`src/rtl/invaders_video_pkg.sv`:
```
// Shared constants, FSM encoding and the VRAM address helper for the
// Space Invaders video/CPU memory arbiter.
package invaders_video_pkg;

  localparam logic [15:0] VRAM_BASE      = 16'h2400;
  localparam int          BYTES_PER_LINE = 32;
  localparam int          HSYNC_LEN      = 8;
  localparam int          VSYNC_LINES    = 4;
  localparam logic [7:0]  RST1_VECTOR    = 8'hCF;
  localparam logic [7:0]  RST2_VECTOR    = 8'hD7;

  typedef enum logic {
    IRQ_IDLE = 1'b0,
    IRQ_PEND = 1'b1
  } irq_state_e;

  // One scanline of bitmap is 32 consecutive bytes, so the line index lands in bits [12:5].
  function automatic logic [15:0] vram_addr(input logic [7:0] line, input logic [4:0] idx);
    return VRAM_BASE + {3'b000, line, 5'b00000} + {11'd0, idx};
  endfunction

endpackage

```
`src/rtl/invaders_video_timing.sv`:
```
// Raster counters, sync pulses, the video fetch slot and the two frame
// interrupt event strobes.
module video_timing
  import invaders_video_pkg::*;
#(
  parameter int LINE_CYCLES  = 128,
  parameter int LINES        = 262,
  parameter int ACTIVE_LINES = 224,
  parameter int MID_LINE     = 96,
  localparam int HW          = $clog2(LINE_CYCLES)
) (
  input  logic       clk,
  input  logic       rst,
  output logic       hsync,
  output logic       vsync,
  output logic       video_slot,
  output logic [7:0] fetch_line,
  output logic [4:0] fetch_idx,
  output logic       event_mid,
  output logic       event_vbl
);

  logic [HW-1:0] h_cnt_q, h_cnt_d;
  logic [8:0]    v_cnt_q, v_cnt_d;

  always_comb begin
    // NOTE: every comb output gets a default first so no path leaves it unassigned (no latch).
    h_cnt_d = h_cnt_q + 1'b1;
    v_cnt_d = v_cnt_q;
    if (h_cnt_q == HW'(LINE_CYCLES - 1)) begin
      h_cnt_d = '0;
      v_cnt_d = (v_cnt_q == 9'(LINES - 1)) ? 9'd0 : v_cnt_q + 9'd1;
    end
  end

  always_ff @(posedge clk) begin
    // NOTE: state registers use non-blocking assignments so all flops update from pre-edge values.
    if (rst) begin
      h_cnt_q <= '0;
      v_cnt_q <= '0;
    end else begin
      h_cnt_q <= h_cnt_d;
      v_cnt_q <= v_cnt_d;
    end
  end

  assign hsync      = (h_cnt_q >= HW'(LINE_CYCLES - HSYNC_LEN));
  assign vsync      = (v_cnt_q >= 9'(LINES - VSYNC_LINES));
  // Video owns every even cycle of the first 64 of an active line.
  assign video_slot = (v_cnt_q < 9'(ACTIVE_LINES)) &&
                      (h_cnt_q < HW'(2 * BYTES_PER_LINE)) && !h_cnt_q[0];
  assign fetch_line = v_cnt_q[7:0];
  assign fetch_idx  = h_cnt_q[5:1];
  assign event_mid  = !rst && (h_cnt_q == '0) && (v_cnt_q == 9'(MID_LINE));
  assign event_vbl  = !rst && (h_cnt_q == '0) && (v_cnt_q == 9'(ACTIVE_LINES));

endmodule

```
`src/rtl/invaders_video_arbiter.sv`:
```
// Single-port RAM arbiter between the i8080 and video scanout, plus the
// mid-screen / vblank RST interrupt scheduler.
module invaders_video_arbiter
  import invaders_video_pkg::*;
#(
  parameter int LINE_CYCLES  = 128,
  parameter int LINES        = 262,
  parameter int ACTIVE_LINES = 224,
  parameter int MID_LINE     = 96
) (
  input  logic        clk,
  input  logic        rst,
  input  logic        cpu_req,
  input  logic        cpu_we,
  input  logic [15:0] cpu_addr,
  input  logic [7:0]  cpu_wdata,
  output logic        cpu_ready,
  output logic        cpu_rvalid,
  output logic [7:0]  cpu_rdata,
  output logic        mem_en,
  output logic        mem_we,
  output logic [15:0] mem_addr,
  output logic [7:0]  mem_wdata,
  input  logic [7:0]  mem_rdata,
  output logic        vid_valid,
  output logic [7:0]  vid_data,
  output logic [7:0]  vid_line,
  output logic [4:0]  vid_byte,
  output logic        hsync,
  output logic        vsync,
  output logic        irq,
  output logic [7:0]  irq_vector,
  input  logic        irq_ack
);

  logic       video_slot, slot_owned, event_mid, event_vbl;
  logic [7:0] fetch_line;
  logic [4:0] fetch_idx;

  video_timing #(
    .LINE_CYCLES (LINE_CYCLES),
    .LINES       (LINES),
    .ACTIVE_LINES(ACTIVE_LINES),
    .MID_LINE    (MID_LINE)
  ) u_timing (
    .clk       (clk),
    .rst       (rst),
    .hsync     (hsync),
    .vsync     (vsync),
    .video_slot(video_slot),
    .fetch_line(fetch_line),
    .fetch_idx (fetch_idx),
    .event_mid (event_mid),
    .event_vbl (event_vbl)
  );

  assign slot_owned = video_slot && !rst;
  assign cpu_ready  = cpu_req && !video_slot && !rst;

  always_comb begin
    mem_en    = 1'b0;
    mem_we    = 1'b0;
    mem_addr  = '0;
    mem_wdata = '0;
    if (slot_owned) begin
      mem_en   = 1'b1;
      mem_addr = vram_addr(fetch_line, fetch_idx);
    end else if (cpu_ready) begin
      mem_en    = 1'b1;
      mem_we    = cpu_we;
      mem_addr  = cpu_addr;
      mem_wdata = cpu_wdata;
    end
  end

  // Return-path registers: RAM data arrives one cycle after the access was issued.
  logic       vid_valid_q, vid_valid_d;
  logic [7:0] vid_line_q, vid_line_d;
  logic [4:0] vid_byte_q, vid_byte_d;
  logic       rd_pend_q, rd_pend_d;
  logic [7:0] rdata_q, rdata_d;

  always_comb begin
    vid_valid_d = slot_owned;
    vid_line_d  = slot_owned ? fetch_line : vid_line_q;
    vid_byte_d  = slot_owned ? fetch_idx  : vid_byte_q;
    rd_pend_d   = cpu_ready && !cpu_we;
    rdata_d     = rd_pend_q ? mem_rdata : rdata_q;
  end

  always_ff @(posedge clk) begin
    if (rst) begin
      vid_valid_q <= 1'b0;
      vid_line_q  <= '0;
      vid_byte_q  <= '0;
      rd_pend_q   <= 1'b0;
      rdata_q     <= '0;
    end else begin
      vid_valid_q <= vid_valid_d;
      vid_line_q  <= vid_line_d;
      vid_byte_q  <= vid_byte_d;
      rd_pend_q   <= rd_pend_d;
      rdata_q     <= rdata_d;
    end
  end

  assign vid_valid  = vid_valid_q;
  assign vid_data   = vid_valid_q ? mem_rdata : 8'h00;
  assign vid_line   = vid_line_q;
  assign vid_byte   = vid_byte_q;
  assign cpu_rvalid = rd_pend_q;
  // Fresh RAM data is forwarded in the rvalid cycle, then held until the next read.
  assign cpu_rdata  = rd_pend_q ? mem_rdata : rdata_q;

  // Interrupt FSM: a new event always wins over a coincident acknowledge.
  irq_state_e state_q, state_d;
  logic [7:0] irq_vector_q, irq_vector_d;

  always_ff @(posedge clk) begin
    if (rst) begin
      state_q      <= IRQ_IDLE;
      irq_vector_q <= '0;
    end else begin
      state_q      <= state_d;
      irq_vector_q <= irq_vector_d;
    end
  end

  always_comb begin
    state_d      = state_q;
    irq_vector_d = irq_vector_q;
    case (state_q)
      IRQ_IDLE: if (event_mid || event_vbl) state_d = IRQ_PEND;
      IRQ_PEND: if (irq_ack && !(event_mid || event_vbl)) state_d = IRQ_IDLE;
    endcase
    if (event_vbl)      irq_vector_d = RST2_VECTOR;
    else if (event_mid) irq_vector_d = RST1_VECTOR;
  end

  always_comb begin
    irq        = (state_q == IRQ_PEND);
    irq_vector = irq_vector_q;
  end

endmodule

```
`config.mk`:
```
export PLATFORM = sky130hd
export DESIGN_NAME = invaders_video_arbiter
export DESIGN_NICKNAME = d
export VERILOG_FILES = /design/src/rtl/invaders_video_pkg.sv /design/src/rtl/invaders_video_timing.sv /design/src/rtl/invaders_video_arbiter.sv
export SDC_FILE = /design/constraint.sdc
export NUM_CORES = 1
export LEC_CHECK = 0
export ABC_AREA = 0
export BUFFER_PORTS_ARGS = -buffer_cell sky130_fd_sc_hd__buf_2
export CORE_ASPECT_RATIO = 0.8
export CORE_MARGIN = 4
export CORE_UTILIZATION = 46
export DETAILED_ROUTE_END_ITERATION = 10
export PLACE_DENSITY = 0.76
export SYNTH_ARGS = -nofsm -noshare
export SYNTH_HDL_FRONTEND = slang
export SYNTH_SLANG_ARGS = --single-unit
```
`constraint.sdc`:
```
create_clock -name clk -period 2.09 [get_ports clk]
set_input_delay 0 -clock clk [delete_from_list [all_inputs] [get_ports clk]]
set_output_delay 0 -clock clk [all_outputs]
set_load 0.01 [all_outputs]
```
==> run_results.csv <==
group,metric,value,unit
yosys,ys_seq_area_share,39.5,%
cells_and_area,multiInputGateArea,1150,µm²
clocking,cts_buffer_depth,2,
worst_setup_path,path_depth,6,
cells_and_area,area_delta_synth_final,27.1,%
cells_and_area,diodes,0,
hold_path,hold_start,"mem_rdata[7]",
yosys,synth_top_area_share,39.5,%
cells_and_area,fill_cells,429,
global_route,first_global_vias,1917,
clocking,ctsHoldBuffers,2,
clocking,cts_tree,"built",
worst_setup_path,required,2090,ps
worst_setup_path,max_stage_delay,520,ps
yosys,netlist_top_cells_area,"dfxtp_1 40%, a22o_1 11%, ha_1 5.2%, mux2_2 4.1%, xnor2_1 3.2%",
hold_path,hold_path_class,"in2reg",
sta,setup_viol,0,
yosys,synth.net_count,274,
worst_setup_path,r2r_slack,460,ps
worst_setup_path,reg2reg_depth,5,
sta,clock_skew,11.6,ps
floorplan,die_w,84.9,µm
yosys,synth_largest_area_cell,"dfxtp_1",
hold_path,min_path_cells,3,
worst_setup_path,crit_family,"flip-flops",
yosys,ys_warn_count,0,
cells_and_area,seq_area,861,µm²
worst_setup_path,reg2reg_to,"vid_byte[0]",
pwr,power-per-cell-area,542,nW/µm²
detailed_routing,drc,0,
yosys,ys_types,38,
cells_and_area,drive_above_1_share,41.3,%
detailed_routing,wire_per_inst,14.6,µm
worst_setup_path,critPathArrivalTime,1980,ps
clocking,postCtsSetupRepairBufs,0,
worst_setup_path,path_buf_inv,1,
global_route,grt_max_degree,24,
hold_path,hold_path_end,"rdata_q[7]",
worst_setup_path,cpMaxStageDelayCell,"dfxtp_1",
yosys,syn-cell-area,2180,µm²
floorplan,io-pin-count,106,
clocking,htreeDepth,2,
worst_setup_path,cp-end-kind,"primary output",
worst_setup_path,critical_path_class,"reg2out",
sta,min_period_over_period,94.6,%
status,status,"finished clean",
worst_setup_path,crit_path_start_kind,"flip-flop",
clocking,cts_made_buffers,5,
yosys,ys.flop_type,"dfxtp_1",
sta,fmax,506,MHz
worst_setup_path,reg2reg_from,"u_timing.v_cnt_q[6]",
global_route,grt_first_pass_wirelength,9.26,mm
sta,hold_viol,0,
global_route,grtUsageTotal,19.5,%
cells_and_area,fin_nets,369,
yosys,synth_edf_count,0,
clocking,clk_pin_slew,80,ps
yosys,avgSynthCellArea,9.55,µm²
yosys,synth_seq_cells,43,
placement,port_buffers,104,
clocking,cts.sinks,43,
detailed_routing,wl,5.57,mm
floorplan,core,4570,µm²
floorplan,dieArea,5900,µm²
floorplan,start_util,47.6,%
placement,place_congestion,0.907,
clocking,post_cts_resized,0,
floorplan,placementRows,22,
sta,fin_crit,1980,ps
sta,slew_viol_final,0,
yosys,synthArstFlopShare,0,%
detailed_routing,antenna_left,0,
pwr,power,1.50,mW
pwr,p_leak,1.38,nW
clocking,cts_root_buf,"clkbuf_8",
global_route,antenna_found_initial,0,
detailed_routing,drtPass1Iterations,4,
flow_run,drv_cap,0,
global_route,overflow,0,
sta,tns,0,ps
clocking,clk_latency,290,ps
worst_setup_path,cp_cell_sequence,"ha_1 > a21oi_2 > a21oi_4 > and2_4 > a22o_1 > buf_2",
detailed_routing,vias,2009,
detailed_routing,viasPerCell,5.26,
pwr,max-vdd-ir-drop,0.332,mV
worst_setup_path,cp_max_fo,18,
yosys,syn-instance-count,228,
floorplan,dieHeight,69.5,µm
placement,dp_hpwl,4.31,mm
sta,rsz0062_at_grt,"no",
detailed_routing,drtIter0Drc,89,
## cell usage after synthesis (all sizes together) (6+ instances only)
master	n
a21oi	6
a22o	28
and2	12
and3	10
buf	14
clkbuf	8
dfxtp	43
ha	9
inv	11
mux2	8
nand2	6
nand3	7
nand4	6
nor2	15
nor2b	9
nor3	9
xnor2	8
## placed cells by master (no fill, tap or decap)
| cell type | count |
|---|---|
| a21oi_4 | 1 |
| a31oi_1 | 1 |
| clkbuf_1 | 1 |
| mux2i_1 | 1 |
| and2b_1 | 1 |
| and2_1 | 11 |
| dfxtp_1 | 43 |
| ha_1 | 9 |
| nand2b_1 | 1 |
| and3_1 | 10 |
| a21oi_1 | 4 |
| and2_4 | 1 |
| and4bb_2 | 2 |
| nand3_1 | 7 |
| xnor2_1 | 8 |
| nor3_1 | 9 |
| nand4_4 | 1 |
| clkbuf_8 | 5 |
| nand2_1 | 6 |
| inv_1 | 10 |
| mux2_2 | 8 |
| buf_2 | 104 |
| inv_2 | 1 |
| nor2_1 | 15 |
| xor2_1 | 4 |
| o41ai_1 | 1 |
| buf_4 | 4 |
| or2_2 | 1 |
| nand4_1 | 5 |
| nor3b_1 | 1 |
| o21bai_2 | 1 |
| nor4_2 | 3 |
| a21oi_2 | 1 |
| dlygate4sd3_1 | 2 |
| nor2b_1 | 9 |
| conb_1 | 1 |
| nor4bb_1 | 1 |
| a22o_1 | 28 |
## metrics by stage
step	worst slack, ps	area, µm²	hold WS (ps)	utilization [%]	std cells
after floorplan	565	2180	71.6	-	228
after global placement	488	2670	281	58.5	374
after detailed placement	469	2670	273	58.5	374
after CTS	132	2770	65.7	60.5	382
after global routing	7.40	2770	93.4	60.5	382
final	114	2770	76.2	60.5	382
## sequential cells by signal, indices dropped and copies added, names as in the netlist
name	count
irq	1
cpu_rvalid	1
u_timing.v_cnt_q	9
vid_line	8
vid_valid	1
rdata_q	8
irq_vector	3
u_timing.h_cnt_q	7
vid_byte	5
## worst reg2reg max path, delay by kind of cell (launching register included)
family	cells	cell delay, ps
AOI/OAI and AO/OA	2	280
adders and majority gates	1	290
and+or+nand+nor	1	220
DFF	1	520
buffers and inverters	1	210
## power by group
part	switching, mW	total (mW)	internal (mW)	leakage, nW
combinational	0.0891	0.179	0.0895	0.996
sequential	0.0138	0.844	0.830	0.348
clock	0.255	0.478	0.223	0.0371
## area by class of cell
cell class	instances	share of cell area, %
multi-input combinational	152	41.4
inverter	11	1.49
clock buffer	6	2.62
tap	60	2.71
sequential	43	31.1
timing repair buffer	110	20.6
## layer usage
layer / track usage (%) / wire length, µm / part of all wire, %
met4: 7.56 / 82 / 1.5
met5: 0 / 0 / 0
met2: 28.3 / 2360 / 42
met3: 5.82 / 605 / 11
met1: 26.9 / 2530 / 45
## kinds of logic after synthesis
| group | after synthesis | share of synthesized area (%) |
|---|---|---|
| buffers and inverters | 33 | 7.82 |
| other | 1 | 0.172 |
| and+or+nand+nor | 84 | 23.3 |
| AOI/OAI and AO/OA | 37 | 14.5 |
| muxes | 9 | 4.60 |
| adders and majority gates | 9 | 5.17 |
| xor gates and xnor gates | 12 | 4.83 |
| DFF | 43 | 39.5 |
## worst max-delay path by stage
stage	start	slack (ps)	to
2_1_floorplan	u_timing.v_cnt_q[5]	570	mem_addr[10]
3_5_place_dp	u_timing.v_cnt_q[6]	470	mem_addr[0]
6_report	u_timing.v_cnt_q[6]	110	mem_addr[6]
5_1_grt	u_timing.v_cnt_q[6]	7	mem_addr[3]
3_3_place_gp	u_timing.v_cnt_q[6]	490	mem_en
4_1_cts	u_timing.v_cnt_q[6]	130	mem_addr[0]
(Power assumes the default switching activity.)
